`config.mk`:
```
export PLATFORM = sky130hd
export DESIGN_NAME = obj_bus_master
export DESIGN_NICKNAME = d
export VERILOG_FILES = /design/src/rtl/obj_bus_master.sv
export SDC_FILE = /design/constraint.sdc
export NUM_CORES = 1
export LEC_CHECK = 0
export BUFFER_PORTS_ARGS = -buffer_cell sky130_fd_sc_hd__buf_2
export CAP_MARGIN = 20
export CORE_MARGIN = 2
export CORE_UTILIZATION = 50
export CTS_CLUSTER_SIZE = 14
export DETAILED_ROUTE_END_ITERATION = 12
export PLACE_DENSITY = 0.86
export SYNTH_ARGS = -nofsm -noshare
export SYNTH_HDL_FRONTEND = slang
export SYNTH_SLANG_ARGS = --single-unit
```
`constraint.sdc`:
```
create_clock -name clk_main -period 6.3 [get_ports clk_main]
set_clock_uncertainty 0.2 [all_clocks]
set_input_delay 0.945 -clock clk_main [delete_from_list [all_inputs] [get_ports clk_main]]
set_output_delay 0.945 -clock clk_main [all_outputs]
set_load 0.02 [all_outputs]
```
`src/rtl/obj_bus_master.sv`:
```
// Object-bus initiator: turns single-byte read/write commands into strobed
// OBJCS/PDS bus cycles, waits for ODTAC and returns one response per command.
module obj_bus_master #(
  parameter int unsigned SETUP_CYC   = 2,
  parameter int unsigned HOLD_CYC    = 1,
  parameter int unsigned TIMEOUT_CYC = 64,
  parameter int unsigned RECOV_CYC   = 2
) (
  input  logic        clk_main,
  input  logic        reset,
  input  logic        cmd_valid,
  output logic        cmd_ready,
  input  logic        cmd_we,
  input  logic [14:0] cmd_addr,
  input  logic        cmd_upper,
  input  logic [7:0]  cmd_wdata,
  output logic        rsp_valid,
  output logic [7:0]  rsp_rdata,
  output logic        rsp_timeout,
  output logic        busy,
  output logic        OBJCS,
  output logic        PDS,
  output logic        NREAD,
  output logic [14:0] AB,
  output logic        nUDS,
  output logic [7:0]  DB_OUT,
  input  logic        ODTAC,
  input  logic [7:0]  DB_IN_k051960,
  input  logic [7:0]  DB_IN_k051937,
  input  logic        DBDIR_k051960,
  input  logic        DBDIR_k051937
);

  typedef enum logic [2:0] {StIdle, StSetup, StStrobe, StHold, StRecov} state_e;

  localparam logic [7:0] SetupLd   = 8'(SETUP_CYC);
  localparam logic [7:0] HoldLd    = 8'(HOLD_CYC);
  localparam logic [7:0] TimeoutLd = 8'(TIMEOUT_CYC);
  localparam logic [7:0] RecovLd   = 8'(RECOV_CYC);

  state_e      state_q, state_d;
  logic [7:0]  cnt_q, cnt_d;
  logic        objcs_q, objcs_d;
  logic        pds_q, pds_d;
  logic        nread_q, nread_d;
  logic [14:0] ab_q, ab_d;
  logic        nuds_q, nuds_d;
  logic [7:0]  dbout_q, dbout_d;
  logic        rsp_valid_q, rsp_valid_d;
  logic [7:0]  rsp_rdata_q, rsp_rdata_d;
  logic        rsp_timeout_q, rsp_timeout_d;
  logic        go_recov;
  logic [7:0]  rd_mux;

  // k051937 takes priority when both chips claim the bus
  always_comb begin
    rd_mux = 8'hFF;
    if (DBDIR_k051937) begin
      rd_mux = DB_IN_k051937;
    end else if (DBDIR_k051960) begin
      rd_mux = DB_IN_k051960;
    end
  end

  always_comb begin
    state_d       = state_q;
    cnt_d         = cnt_q;
    objcs_d       = objcs_q;
    pds_d         = pds_q;
    nread_d       = nread_q;
    ab_d          = ab_q;
    nuds_d        = nuds_q;
    dbout_d       = dbout_q;
    rsp_valid_d   = 1'b0;
    rsp_rdata_d   = rsp_rdata_q;
    rsp_timeout_d = rsp_timeout_q;
    go_recov      = 1'b0;

    unique case (state_q)
      StIdle: begin
        if (cmd_valid) begin
          ab_d    = cmd_addr;
          nuds_d  = ~cmd_upper;
          nread_d = ~cmd_we;
          dbout_d = cmd_we ? cmd_wdata : 8'h00;
          objcs_d = 1'b0;
          cnt_d   = SetupLd;
          state_d = StSetup;
        end
      end
      StSetup: begin
        if (cnt_q <= 8'd1) begin
          pds_d   = 1'b1;
          cnt_d   = TimeoutLd;
          state_d = StStrobe;
        end else begin
          cnt_d = cnt_q - 8'd1;
        end
      end
      StStrobe: begin
        if (!ODTAC) begin
          cnt_d   = HoldLd;
          state_d = StHold;
        end else if (cnt_q <= 8'd1) begin
          go_recov      = 1'b1;
          rsp_timeout_d = 1'b1;
          rsp_rdata_d   = 8'hFF;
        end else begin
          cnt_d = cnt_q - 8'd1;
        end
      end
      StHold: begin
        if (cnt_q <= 8'd1) begin
          go_recov      = 1'b1;
          rsp_timeout_d = 1'b0;
          rsp_rdata_d   = nread_q ? rd_mux : 8'hFF;
        end else begin
          cnt_d = cnt_q - 8'd1;
        end
      end
      StRecov: begin
        if (cnt_q <= 8'd1) begin
          state_d = StIdle;
        end else begin
          cnt_d = cnt_q - 8'd1;
        end
      end
      default: state_d = StIdle;
    endcase

    if (go_recov) begin
      pds_d       = 1'b0;
      objcs_d     = 1'b1;
      nread_d     = 1'b1;
      rsp_valid_d = 1'b1;
      cnt_d       = RecovLd;
      state_d     = StRecov;
    end
  end

  always_ff @(posedge clk_main) begin
    if (reset) begin
      state_q       <= StIdle;
      cnt_q         <= 8'd0;
      objcs_q       <= 1'b1;
      pds_q         <= 1'b0;
      nread_q       <= 1'b1;
      ab_q          <= 15'd0;
      nuds_q        <= 1'b1;
      dbout_q       <= 8'h00;
      rsp_valid_q   <= 1'b0;
      rsp_rdata_q   <= 8'hFF;
      rsp_timeout_q <= 1'b0;
    end else begin
      state_q       <= state_d;
      cnt_q         <= cnt_d;
      objcs_q       <= objcs_d;
      pds_q         <= pds_d;
      nread_q       <= nread_d;
      ab_q          <= ab_d;
      nuds_q        <= nuds_d;
      dbout_q       <= dbout_d;
      rsp_valid_q   <= rsp_valid_d;
      rsp_rdata_q   <= rsp_rdata_d;
      rsp_timeout_q <= rsp_timeout_d;
    end
  end

  assign cmd_ready   = (state_q == StIdle);
  assign busy        = (state_q != StIdle);
  assign OBJCS       = objcs_q;
  assign PDS         = pds_q;
  assign NREAD       = nread_q;
  assign AB          = ab_q;
  assign nUDS        = nuds_q;
  assign DB_OUT      = dbout_q;
  assign rsp_valid   = rsp_valid_q;
  assign rsp_rdata   = rsp_rdata_q;
  assign rsp_timeout = rsp_timeout_q;

endmodule

```
==> results of run 1 <==
-- worst min-delay path by stage --
stage               from   endpoint  cells past startpoint
3_5_place_dp   DB_OUT[6]  DB_OUT[6]                      2
4_1_cts        DB_OUT[6]  DB_OUT[6]                      2
3_3_place_gp   DB_OUT[6]  DB_OUT[6]                      2
5_1_grt        DB_OUT[7]  DB_OUT[7]                      2
6_report       DB_OUT[6]  DB_OUT[6]                      2
2_1_floorplan   cnt_q[5]   cnt_q[5]                      2
-- cell usage in the layout, fill, tap and decap left out, types with 2 or more instances in the layout --
cell	netlist	final
buf_2	0	85
dfxtp_1	48	48
nand2_1	48	48
a21oi_1	31	31
nor2_1	16	16
a2bb2oi_1	8	8
o22ai_1	8	8
nand3_1	8	8
inv_1	6	6
clkbuf_8	0	5
o21ai_0	4	4
nor3_1	4	4
a211o_1	3	3
xnor2_1	3	3
ha_1	3	3
or4_1	2	2
and2_1	2	2
nand2b_1	2	2
xor2_1	2	2
a311oi_1	2	2
clkbuf_1	12	2
-- report_power, final --
group / internal, mW / leakage, nW / switching, mW
combinational: 0.219 / 0.686 / 0.320
sequential: 0.372 / 0.392 / 0.0692
clock: 0.0793 / 0.0424 / 0.0975
-- kinds of logic after synthesis --
logic type / Yosys count
buffers and inverters: 20
muxes: 1
AOI/OAI and AO/OA: 62
adders and majority gates: 3
and+or+nand+nor: 95
DFF: 48
xor gates and xnor gates: 5
-- cell usage after synthesis, types with 2 or more instances --
master	count
a211o_1	3
a21oi_1	31
a2bb2oi_1	8
a311oi_1	2
and2_1	2
clkbuf_1	12
dfxtp_1	48
ha_1	3
inv_1	6
nand2_1	48
nand2b_1	2
nand3_1	8
nor2_1	16
nor3_1	4
o21ai_0	4
o22ai_1	8
or4_1	2
xnor2_1	3
xor2_1	2
-- through the flow --
step,std cells,util (%)
detailed placement,354,64.9
finish,362,67.1
global placement,354,64.9
floorplan,234,-
global route,362,67.1
CTS,362,67.1
-- flip-flops by register name (all words and copies together) (netlist names) --
| signal | flops |
|---|---|
| AB | 15 |
| DB_OUT | 8 |
| cnt_q | 8 |
| rsp_rdata | 8 |
| state_q | 3 |
| NREAD | 1 |
| OBJCS | 1 |
| PDS | 1 |
| nUDS | 1 |
| rsp_timeout | 1 |
| rsp_valid | 1 |
-- routing by layer --
layer	part of all wire (%)	track usage, %	vias to the layer above
met1	44	23.1	843
met5	0	0	-
li1	-	-	972
met3	9.5	7.83	5
met2	45	33.7	79
met4	1.3	6.89	0
-- layout make-up --
cell class / instances / area [sq um]
fill: 309 / 1230
clock buffer: 7 / 76.3
multi-input combinational: 166 / 956
tap: 48 / 60.1
sequential: 48 / 961
inverter: 7 / 26.3
clock inverter: 1 / 8.76
timing repair buffer: 85 / 425
-- tightest hold or removal path: stages, from the launching register on --
cell     delay, ps
dfxtp_1        310
nand2_1         50
a21oi_1         50
==> summary.txt, run 1 <==
Synthesis
  • Synth Warn #: 0
  • Synth Cell Area: 0.00200 sq mm
  • Post-Syn Area per Cell: 8.53 sq um
  • Simple logic cell fraction of the synthesized area: 23.9%
  • Async S/R FF share, synth: 0%
  • Syn nets: 284
  • Post-synthesis adder-cell area fraction: 1.88%
  • Yosys cell types: 41
  • Xor/xnor share of the synthesized area: 2.19%
  • Proportion of synthesized area in mux cells: 0.502%
  • Post-synthesis compound-gate area fraction: 19.4%
  • Largest cells by area after synthesis: dfxtp_1 48%, nand2_1 9.0%, a21oi_1 7.8%, a2bb2oi_1 3.5%, nor2_1 3.0%
  • Register area share after synthesis: 48.2%
  • Post-synth top area share: 48.2%
  • Largest family of logic cells by synthesized area: simple AND/OR/NAND/NOR gates
  • Leading area contributor after synthesis: dfxtp_1
  • EDFF count, synth: 0
  • Cells after synthesis: 234
  • Count of state elements after synthesis: 48
  • Post-synth top flop: dfxtp_1

GRT
  • First-pass GRT wire length: 6960 um
  • Overall routing resource usage: 20.0%
  • Initial antenna violation count: 0
  • Largest net degree at the start of global routing: 32
  • Vias in the first global route: 1,672
  • Total gr overflow: 0

CTS
  • Max Root-Sink Buffers: 2
  • Clock net sink count: 48
  • CTS clk-pin slew, worst paths: 80 ps
  • Hold-fix buffers at CTS: 0
  • Skew-Pair Late Insertion Delay: 300 ps
  • H-tree depth: 2
  • Num CTS Buffers: 5
  • Root Buffer: clkbuf_8
  • Post-CTS Resized: 0
  • Postcts setup bufs: 0
  • CTS tree: done

Placement
  • # port buffers: 85
  • Dpl cell area: 0.00243 sq mm
  • Post-place setup slack: 3740 ps
  • Final Wtd Congestion: 0.827
  • Post-detail-place hpwl: 3190 um

Power and ir drop
  • Pwr Density: 460 mW/mm^2
  • Leak: 1.12 nW
  • Max VDD drop: 213 uV
  • Total power: 1.16 mW

Layout
  • Share of cells above drive strength 1: 30.9%
  • Final Instance Area: 0.00251 sq mm
  • Antenna Cells: 0
  • Area growth from synthesis to layout: 26.0%
  • Final net count: 363

Status
  • Status: complete, no violations

Critical path
  • CP top delay family: flip-flops
  • Setup CP Type: flop to output pin
  • Slowest stage cell, crit path: dfxtp_1
  • Worst path depth: 3
  • Worst-path cell chain: or3_1, inv_1, buf_2
  • RR Startpoint: cnt_q[3]
  • CP Max Fanout: 14
  • Crit path capture: cmd_ready
  • WP data required: 5150 ps
  • Critical Path Source: state_q[1]
  • CP Buf/Inv Count: 2
  • Cell depth of the worst flop-to-flop path: 5
  • Worst endpoint data arrival time: 1430 ps
  • Reg-to-reg critical path endpoint: rsp_rdata[7]
  • Crit end category: output pin
  • Internal reg-to-reg setup slack: 3740 ps
  • Slowest stage delay, CP: 440 ps
  • Worst setup SP type: flop

STA
  • Final hold slack: 252 ps
  • Tmin final: 2580 ps
  • Setup_tns: 0 ps
  • # setup viols final: 0
  • Slew Viols, Final: 0
  • Worst setup margin: 3720 ps
  • RSZ-0062 raised after global routing: false
  • Slew @ Worst Pin: 888 ps
  • Fmax: 388 MHz
  • Slew HR: 40.6%
  • Final period utilization: 40.9%
  • Hold Fails Final Rpt: 0

Job
  • MaxCap Viol Count: 0

Floorplan
  • Core area: 0.00374 sq mm
  • Ports: 86
  • Die height: 67.2 um
  • Die Area: 0.00451 sq mm
  • Die width: 67.2 um
  • Rows: 22
  • Initial Util: 53.3%

Detailed routing
  • 1st-iter DRT viols: 46
  • Total Wirelength: 4390 um
  • Post-route ant nets: 0
  • WL/cell: 12.1 um
  • Routed vias/inst: 5.25
  • Total number of vias: 1,899
  • Detailed-router iteration count before antenna repair: 4
  • DRC viols: 0

Min path
  • Worst Hold Class: flop to flop
Note: power is estimated with default switching activity, not from simulation.
==> run 2: changes to the inputs <==
Settings changed: CORE_UTILIZATION 50 to 42, PLACE_DENSITY 0.86 to 0.78.
Clock period 6.3 ns to 2.15 ns, I/O delays scaled along.
==> run 2 against run 1 <==
  * The run now ends with negative setup slack left
  * Core utilization shrank 6.8 points
  * Worst hold slack lost 190 ps
  * Worst setup slack lost 3700 ps
  * Design area grew 12%
  * Register-to-register slack lost 3700 ps
  * Critical endpoint is now cnt_q[0]
==> summary.txt, run 2 (synthesis gave the netlist of run 1 again) <==
Critical path
  • Setup CP Type: flop to flop (was flop to output pin)
  • Worst-path cell chain: or4_4, nor4_4, inv_2, ha_4, a311oi_2, a221oi_2, nor2_1 (was or3_1, inv_1, buf_2)
  • Crit end category: flop (was output pin)
  • Worst endpoint data arrival time: 2150 ps (was 1430 ps)
  • CP Max Fanout: 3 (was 14)
  • WP data required: 2140 ps (was 5150 ps)
  • Slowest stage cell, crit path: or4_4 (was dfxtp_1)
  • Worst setup SP type: flop (unchanged)
  • Slowest stage delay, CP: 560 ps (was 440 ps)

STA
  • Slew @ Worst Pin: 543 ps (was 888 ps)
  • RSZ-0062 raised after global routing: true (was false)
  • Final period utilization: 100%
  • Fmax: 463 MHz
  • Hold Fails Final Rpt: 0 (unchanged)
  • Tmin final: 2160 ps
  • Slew Viols, Final: 0 (unchanged)
  • Worst setup margin: -8.04 ps (was 3720 ps)
  • Slew HR: 63.7% (was 40.6%)
  • # setup viols final: 2 (was 0)

Job
  • MaxCap Viol Count: 0 (unchanged)

CTS
  • Num CTS Buffers: 5 (unchanged)
  • CTS tree: done (unchanged)
  • Max Root-Sink Buffers: 2 (unchanged)
  • CTS clk-pin slew, worst paths: 90 ps (was 80 ps)
  • Skew-Pair Late Insertion Delay: 290 ps (was 300 ps)
  • H-tree depth: 2 (unchanged)
  • Hold-fix buffers at CTS: 0 (unchanged)
  • Root Buffer: clkbuf_8 (unchanged)
  • Clock net sink count: 48 (unchanged)

Power and ir drop
  • Max VDD drop: 832 uV (was 213 uV)
  • Leak: 1.27 nW (was 1.12 nW)
  • Total power: 4.07 mW (was 1.16 mW)
  • Pwr Density: 1450 mW/mm^2 (was 460 mW/mm^2)

Detailed routing
  • Total Wirelength: 5290 um (was 4390 um)
  • 1st-iter DRT viols: 94 (was 46)
  • Routed vias/inst: 5.25 (about the same)
  • Detailed-router iteration count before antenna repair: 4 (unchanged)
  • Total number of vias: 2,052 (was 1,899)
  • WL/cell: 13.5 um (was 12.1 um)
  • Post-route ant nets: 0 (unchanged)
  • DRC viols: 0 (unchanged)

Status
  • Status: finished with violations (was complete, no violations)
  • Violated checks: negative setup slack

Layout
  • Reg area: 963 sq um (was 961 sq um)
  • Share of cells above drive strength 1: 40.4% (was 30.9%)
  • Fillers: 398 (was 309)
  • Area occupied by multi-input gates: 0.00104 sq mm (was 956 sq um)
  • Antenna Cells: 0 (unchanged)
  • Commonest non-fill, non-tap cell in the layout: buf_2 (unchanged)
  • Final net count: 386 (was 363)
  • Finished Layout Cells: 391 (was 362)
  • Area growth from synthesis to layout: 40.9% (was 26.0%)
  • Largest register FFs: 15 (unchanged)
  • Most frequent cells in the layout: 85 x buf_2, 48 x nand2_1, 46 x dfxtp_1, 30 x a21oi_1, 19 x buf_4 (was 85 x buf_2, 48 x dfxtp_1, 48 x nand2_1, 31 x a21oi_1, 16 x nor2_1)

GRT
  • Initial antenna violation count: 0 (unchanged)
  • Total gr overflow: 0 (unchanged)
  • Largest net degree at the start of global routing: 29 (was 32)
  • First-pass GRT wire length: 8270 um (was 6960 um)
  • Vias in the first global route: 1,825 (was 1,672)
  • Overall routing resource usage: 19.7% (was 20.0%)
  • Met2 Usage GRT: 32.6% (was 33.7%)
  • Met1 Resource Use GR: 25.3% (was 23.1%)
  • GRT Max-Usage Layer: met2 (unchanged)
  • Met3 GRT Util: 5.11% (was 7.83%)

Floorplan
  • Ports: 86 (unchanged)
  • Core area: 0.00466 sq mm (was 0.00374 sq mm)
  • Rows: 25 (was 22)
  • Die Area: 0.00532 sq mm (was 0.00451 sq mm)
  • Die width: 72.9 um (was 67.2 um)
  • Die height: 72.9 um (was 67.2 um)
  • Initial Util: 42.8% (was 53.3%)

Placement
  • # port buffers: 85 (unchanged)
  • Final Wtd Congestion: 0.858 (was 0.827)
  • Post-detail-place hpwl: 3640 um (was 3190 um)
  • Post-place setup slack: -74.8 ps (was 3740 ps)
  • Placed Cells: 378 (was 354)

Min path
  • Worst Hold Class: input port to flop (was flop to flop)
## run 2: routing by layer
metal,vias to the layer above,wire (um)
met5,-,0
met4,0,54
met3,9,263
met2,62,2590
met1,963,2380
li1,1018,-
## run 2: path summary, 6_finish.rpt
| check | cells past startpoint | start | to | slack, ps |
|---|---|---|---|---|
| min reg2reg | 2 | AB[10] | AB[10] | 250 |
| min | 3 | cmd_addr[0] | AB[0] | 60 |
| max reg2reg | 7 | cnt_q[5] | cnt_q[0] | -8 |
| max | 7 | cnt_q[5] | cnt_q[0] | -8 |
## run 2: metrics by stage
step	setup TNS [ps]	hold WS [ps]	utilization, %	instance area, sq um
after detailed placement	-125	244	55.7	2600
after global placement	0	237	55.7	2600
after CTS	-381	54.4	59.9	2790
after global routing	-873	55.1	60.3	2810
after floorplan	-762	259	-	2000
final	-14.4	60.7	60.3	2810
## run 2: final cells by class
| cell class | instances | area share, % |
|---|---|---|
| timing repair buffer | 107 | 22.0 |
| clock buffer | 6 | 2.94 |
| clock inverter | 2 | 0.356 |
| inverter | 7 | 0.935 |
| tap | 54 | 2.40 |
| multi-input combinational | 167 | 37.1 |
| sequential | 48 | 34.3 |
## run 2: timing repair
action                                  4_1_cts  5_1_grt
gates cloned                                  1        0
endpoints found under the setup margin       11       22
buffers inserted                              4        0
pin swaps                                     5        4
gates resized for setup                      12        4
## run 2: critical path: cells and delay by family, from the launching register on
family,cells,cell delay [ps]
simple gates,3,840
buf+inv,1,90
flops,1,330
compound gates,2,300
fa+ha+maj,1,290
## run 2: report_power, final
part	leakage, nW	internal (mW)	total, mW	switching, mW
Clock	0.0510	0.257	0.543	0.286
Combinational	0.827	1.06	2.27	1.21
Sequential	0.393	1.09	1.26	0.169
==> run 3: changes to the inputs <==
==> constraint.sdc (replaced) <==
create_clock -name clk_main -period 2.15 [get_ports clk_main]
set_clock_uncertainty 0.2 [all_clocks]
set_input_delay 0.215 -clock clk_main [delete_from_list [all_inputs] [get_ports clk_main]]
set_output_delay 0.215 -clock clk_main [all_outputs]
set_load 0.02 [all_outputs]
==> run 3 against run 2 <==
  * The flow still finishes with violations (negative setup slack)
  * Fmax about the same
  * Register-to-register slack is essentially flat
  * Worst setup slack got worse by 1.8 ps
  * First-iteration DRC count up 26%
  * Worst hold slack worse by 44 ps
  * Die area did not move
  * Critical path type unchanged
  * Largest cell class unchanged
  * Largest power group unchanged
==> summary.txt, run 3 (synthesis gave the netlist of run 1 again) <==
Critical path
  • WP data required: 2130 ps (was 2140 ps)
  • Setup CP Type: flop to flop (unchanged)
  • Worst setup SP type: flop (unchanged)
  • Worst endpoint data arrival time: 2140 ps (was 2150 ps)
  • Crit end category: flop (unchanged)
  • CP top delay family: simple AND/OR/NAND/NOR gates (unchanged)
  • CP Buf/Inv Count: 2 (was 1)
  • Slowest stage cell, crit path: or4_4 (unchanged)
  • Worst-path cell chain: or4_4, nor4_4, buf_4, nand3_4, nor4b_4, buf_6, a2bb2oi_2 (was or4_4, nor4_4, inv_2, ha_4, a311oi_2, a221oi_2, nor2_1)
  • Slowest stage delay, CP: 560 ps (about the same)
  • Cell depth of the worst flop-to-flop path: 7 (unchanged)
  • CP Max Fanout: 8 (was 3)
  • Worst path depth: 7 (unchanged)

Min path
  • Worst Hold Class: input port to flop (unchanged)
  • WHS Path Cells: 3 (unchanged)

STA
  • Tmin final: 2160 ps (about the same)
  • Final hold slack: 17.1 ps (was 60.7 ps)
  • Slew @ Worst Pin: 521 ps (was 543 ps)
  • Final period utilization: 100% (about the same)
  • Slew Viols, Final: 0 (unchanged)
  • Slew HR: 65.2% (was 63.7%)
  • Fmax: 463 MHz (about the same)
  • Hold Fails Final Rpt: 0 (unchanged)
  • RSZ-0062 raised after global routing: true (unchanged)
  • Worst setup margin: -9.86 ps (was -8.04 ps)
  • # setup viols final: 3 (was 2)

CTS
  • CTS tree: done (unchanged)
  • H-tree depth: 2 (unchanged)
  • Max Root-Sink Buffers: 2 (unchanged)
  • Num CTS Buffers: 5 (unchanged)
  • Skew-Pair Late Insertion Delay: 290 ps (about the same)
  • Root Buffer: clkbuf_8 (unchanged)
  • CTS clk-pin slew, worst paths: 90 ps (about the same)
  • Clock net sink count: 48 (unchanged)

GRT
  • Total gr overflow: 0 (unchanged)
  • Largest net degree at the start of global routing: 29 (unchanged)
  • First-pass GRT wire length: 8850 um (was 8270 um)
  • Vias in the first global route: 1,937 (was 1,825)
  • Met2 Usage GRT: 35.5% (was 32.6%)
  • Initial antenna violation count: 0 (unchanged)
  • Met1 Resource Use GR: 26.7% (was 25.3%)
  • Overall routing resource usage: 21.2% (was 19.7%)
  • GRT Max-Usage Layer: met2 (unchanged)
  • Met3 GRT Util: 4.97% (was 5.11%)

Floorplan
  • Rows: 25 (unchanged)
  • Die width: 72.9 um (unchanged)
  • Die Area: 0.00532 sq mm (unchanged)
  • Ports: 86 (unchanged)
  • Initial Util: 42.8% (unchanged)
  • Core area: 0.00466 sq mm (unchanged)
  • Die height: 72.9 um (unchanged)

Detailed routing
  • Detailed-router iteration count before antenna repair: 4 (unchanged)
  • WL/cell: 13.9 um (was 13.5 um)
  • Post-route ant nets: 0 (unchanged)
  • DRC viols: 0 (unchanged)
  • Total number of vias: 2,156 (was 2,052)
  • Total Wirelength: 5740 um (was 5290 um)
  • 1st-iter DRT viols: 118 (was 94)
  • Routed vias/inst: 5.21 (was 5.25)

Placement
  • Final Wtd Congestion: 0.858 (unchanged)
  • Post-place setup slack: -74.8 ps (unchanged)
  • Post-detail-place hpwl: 3640 um (unchanged)
  • # port buffers: 85 (unchanged)

Layout
  • Final core utilization: 65.3% (was 60.3%)
  • Largest register FFs: 15 (unchanged)
  • Most frequent cells in the layout: 85 x buf_2, 48 x nand2_1, 46 x dfxtp_1, 30 x a21oi_1, 23 x dlygate4sd3_1 (was 85 x buf_2, 48 x nand2_1, 46 x dfxtp_1, 30 x a21oi_1, 19 x buf_4)
  • Final net count: 409 (was 386)
  • Area growth from synthesis to layout: 52.4% (was 40.9%)
  • Antenna Cells: 0 (unchanged)
  • Share of cells above drive strength 1: 37.8% (was 40.4%)
  • Commonest non-fill, non-tap cell in the layout: buf_2 (unchanged)

Status
  • Violated checks: negative setup slack (unchanged)
  • Status: finished with violations (unchanged)

Power and ir drop
  • Pwr Density: 1350 mW/mm^2 (was 1450 mW/mm^2)
  • Leak: 1.37 nW (was 1.27 nW)
  • Max VDD drop: 873 uV (was 832 uV)
  • Total power: 4.11 mW (was 4.07 mW)

Job
  • MaxCap Viol Count: 0 (unchanged)
==> run 3: cell count changes in the layout (fill, tap and decap cells not counted), sizes merged <==
cell / change
dlygate4sd3: +23
==> run 3: what timing repair did <==
item / in CTS / in global routing
cloned: 1 / 0
pin swaps: 5 / 4
setup buffers: 4 / 0
endpoints found under the hold margin: 23 / 0
setup endpoints to repair: 11 / 22
hold buffers: 23 / 0
gates resized for setup: 12 / 4
==> run 3: cell type report <==
| type | count | area, sq um |
|---|---|---|
| sequential | 48 | 963 |
| clock inverter | 2 | 10.0 |
| clock buffer | 6 | 82.6 |
| inverter | 7 | 26.3 |
| fill | 358 | 1620 |
| timing repair buffer | 130 | 850 |
| tap | 54 | 67.6 |
| multi-input combinational | 167 | 1040 |
==> run 3: power breakdown <==
group          internal [mW]  switching, mW  total [mW]
combinational           1.09           1.21        2.30
sequential              1.09          0.170        1.26
clock                  0.257          0.285       0.542
total                   2.44           1.67        4.11
==> run 3: worst register-to-register path: cells and delay by family, from the launching register on <==
kind	cells	cell delay [ps]
simple gates	4	1080
compound gates	1	70
flops	1	330
buf+inv	2	360
==> run 3: metal layers <==
metal | wire (um) | up-vias
met5 | 0 | -
met4 | 119 | 0
met3 | 246 | 15
met2 | 2830 | 69
met1 | 2550 | 1005
li1 | - | 1067
==> run 3: final timing paths <==
| path | from | end | slack (ps) |
|---|---|---|---|
| max reg2reg | cnt_q[5] | rsp_rdata[1] | -10 |
| min reg2reg | AB[10] | AB[10] | 250 |
| max | cnt_q[5] | rsp_rdata[1] | -10 |
| min | DB_IN_k051960[2] | rsp_rdata[2] | 20 |
==> run 3: through the flow <==
step / cells / cell area (sq um) / setup TNS, ps
after floorplan: 234 / 2000 / -762
after global placement: 378 / 2600 / 0
after detailed placement: 378 / 2600 / -125
after CTS: 414 / 3020 / -381
after global routing: 414 / 3040 / -843
final: 414 / 3040 / -18.7
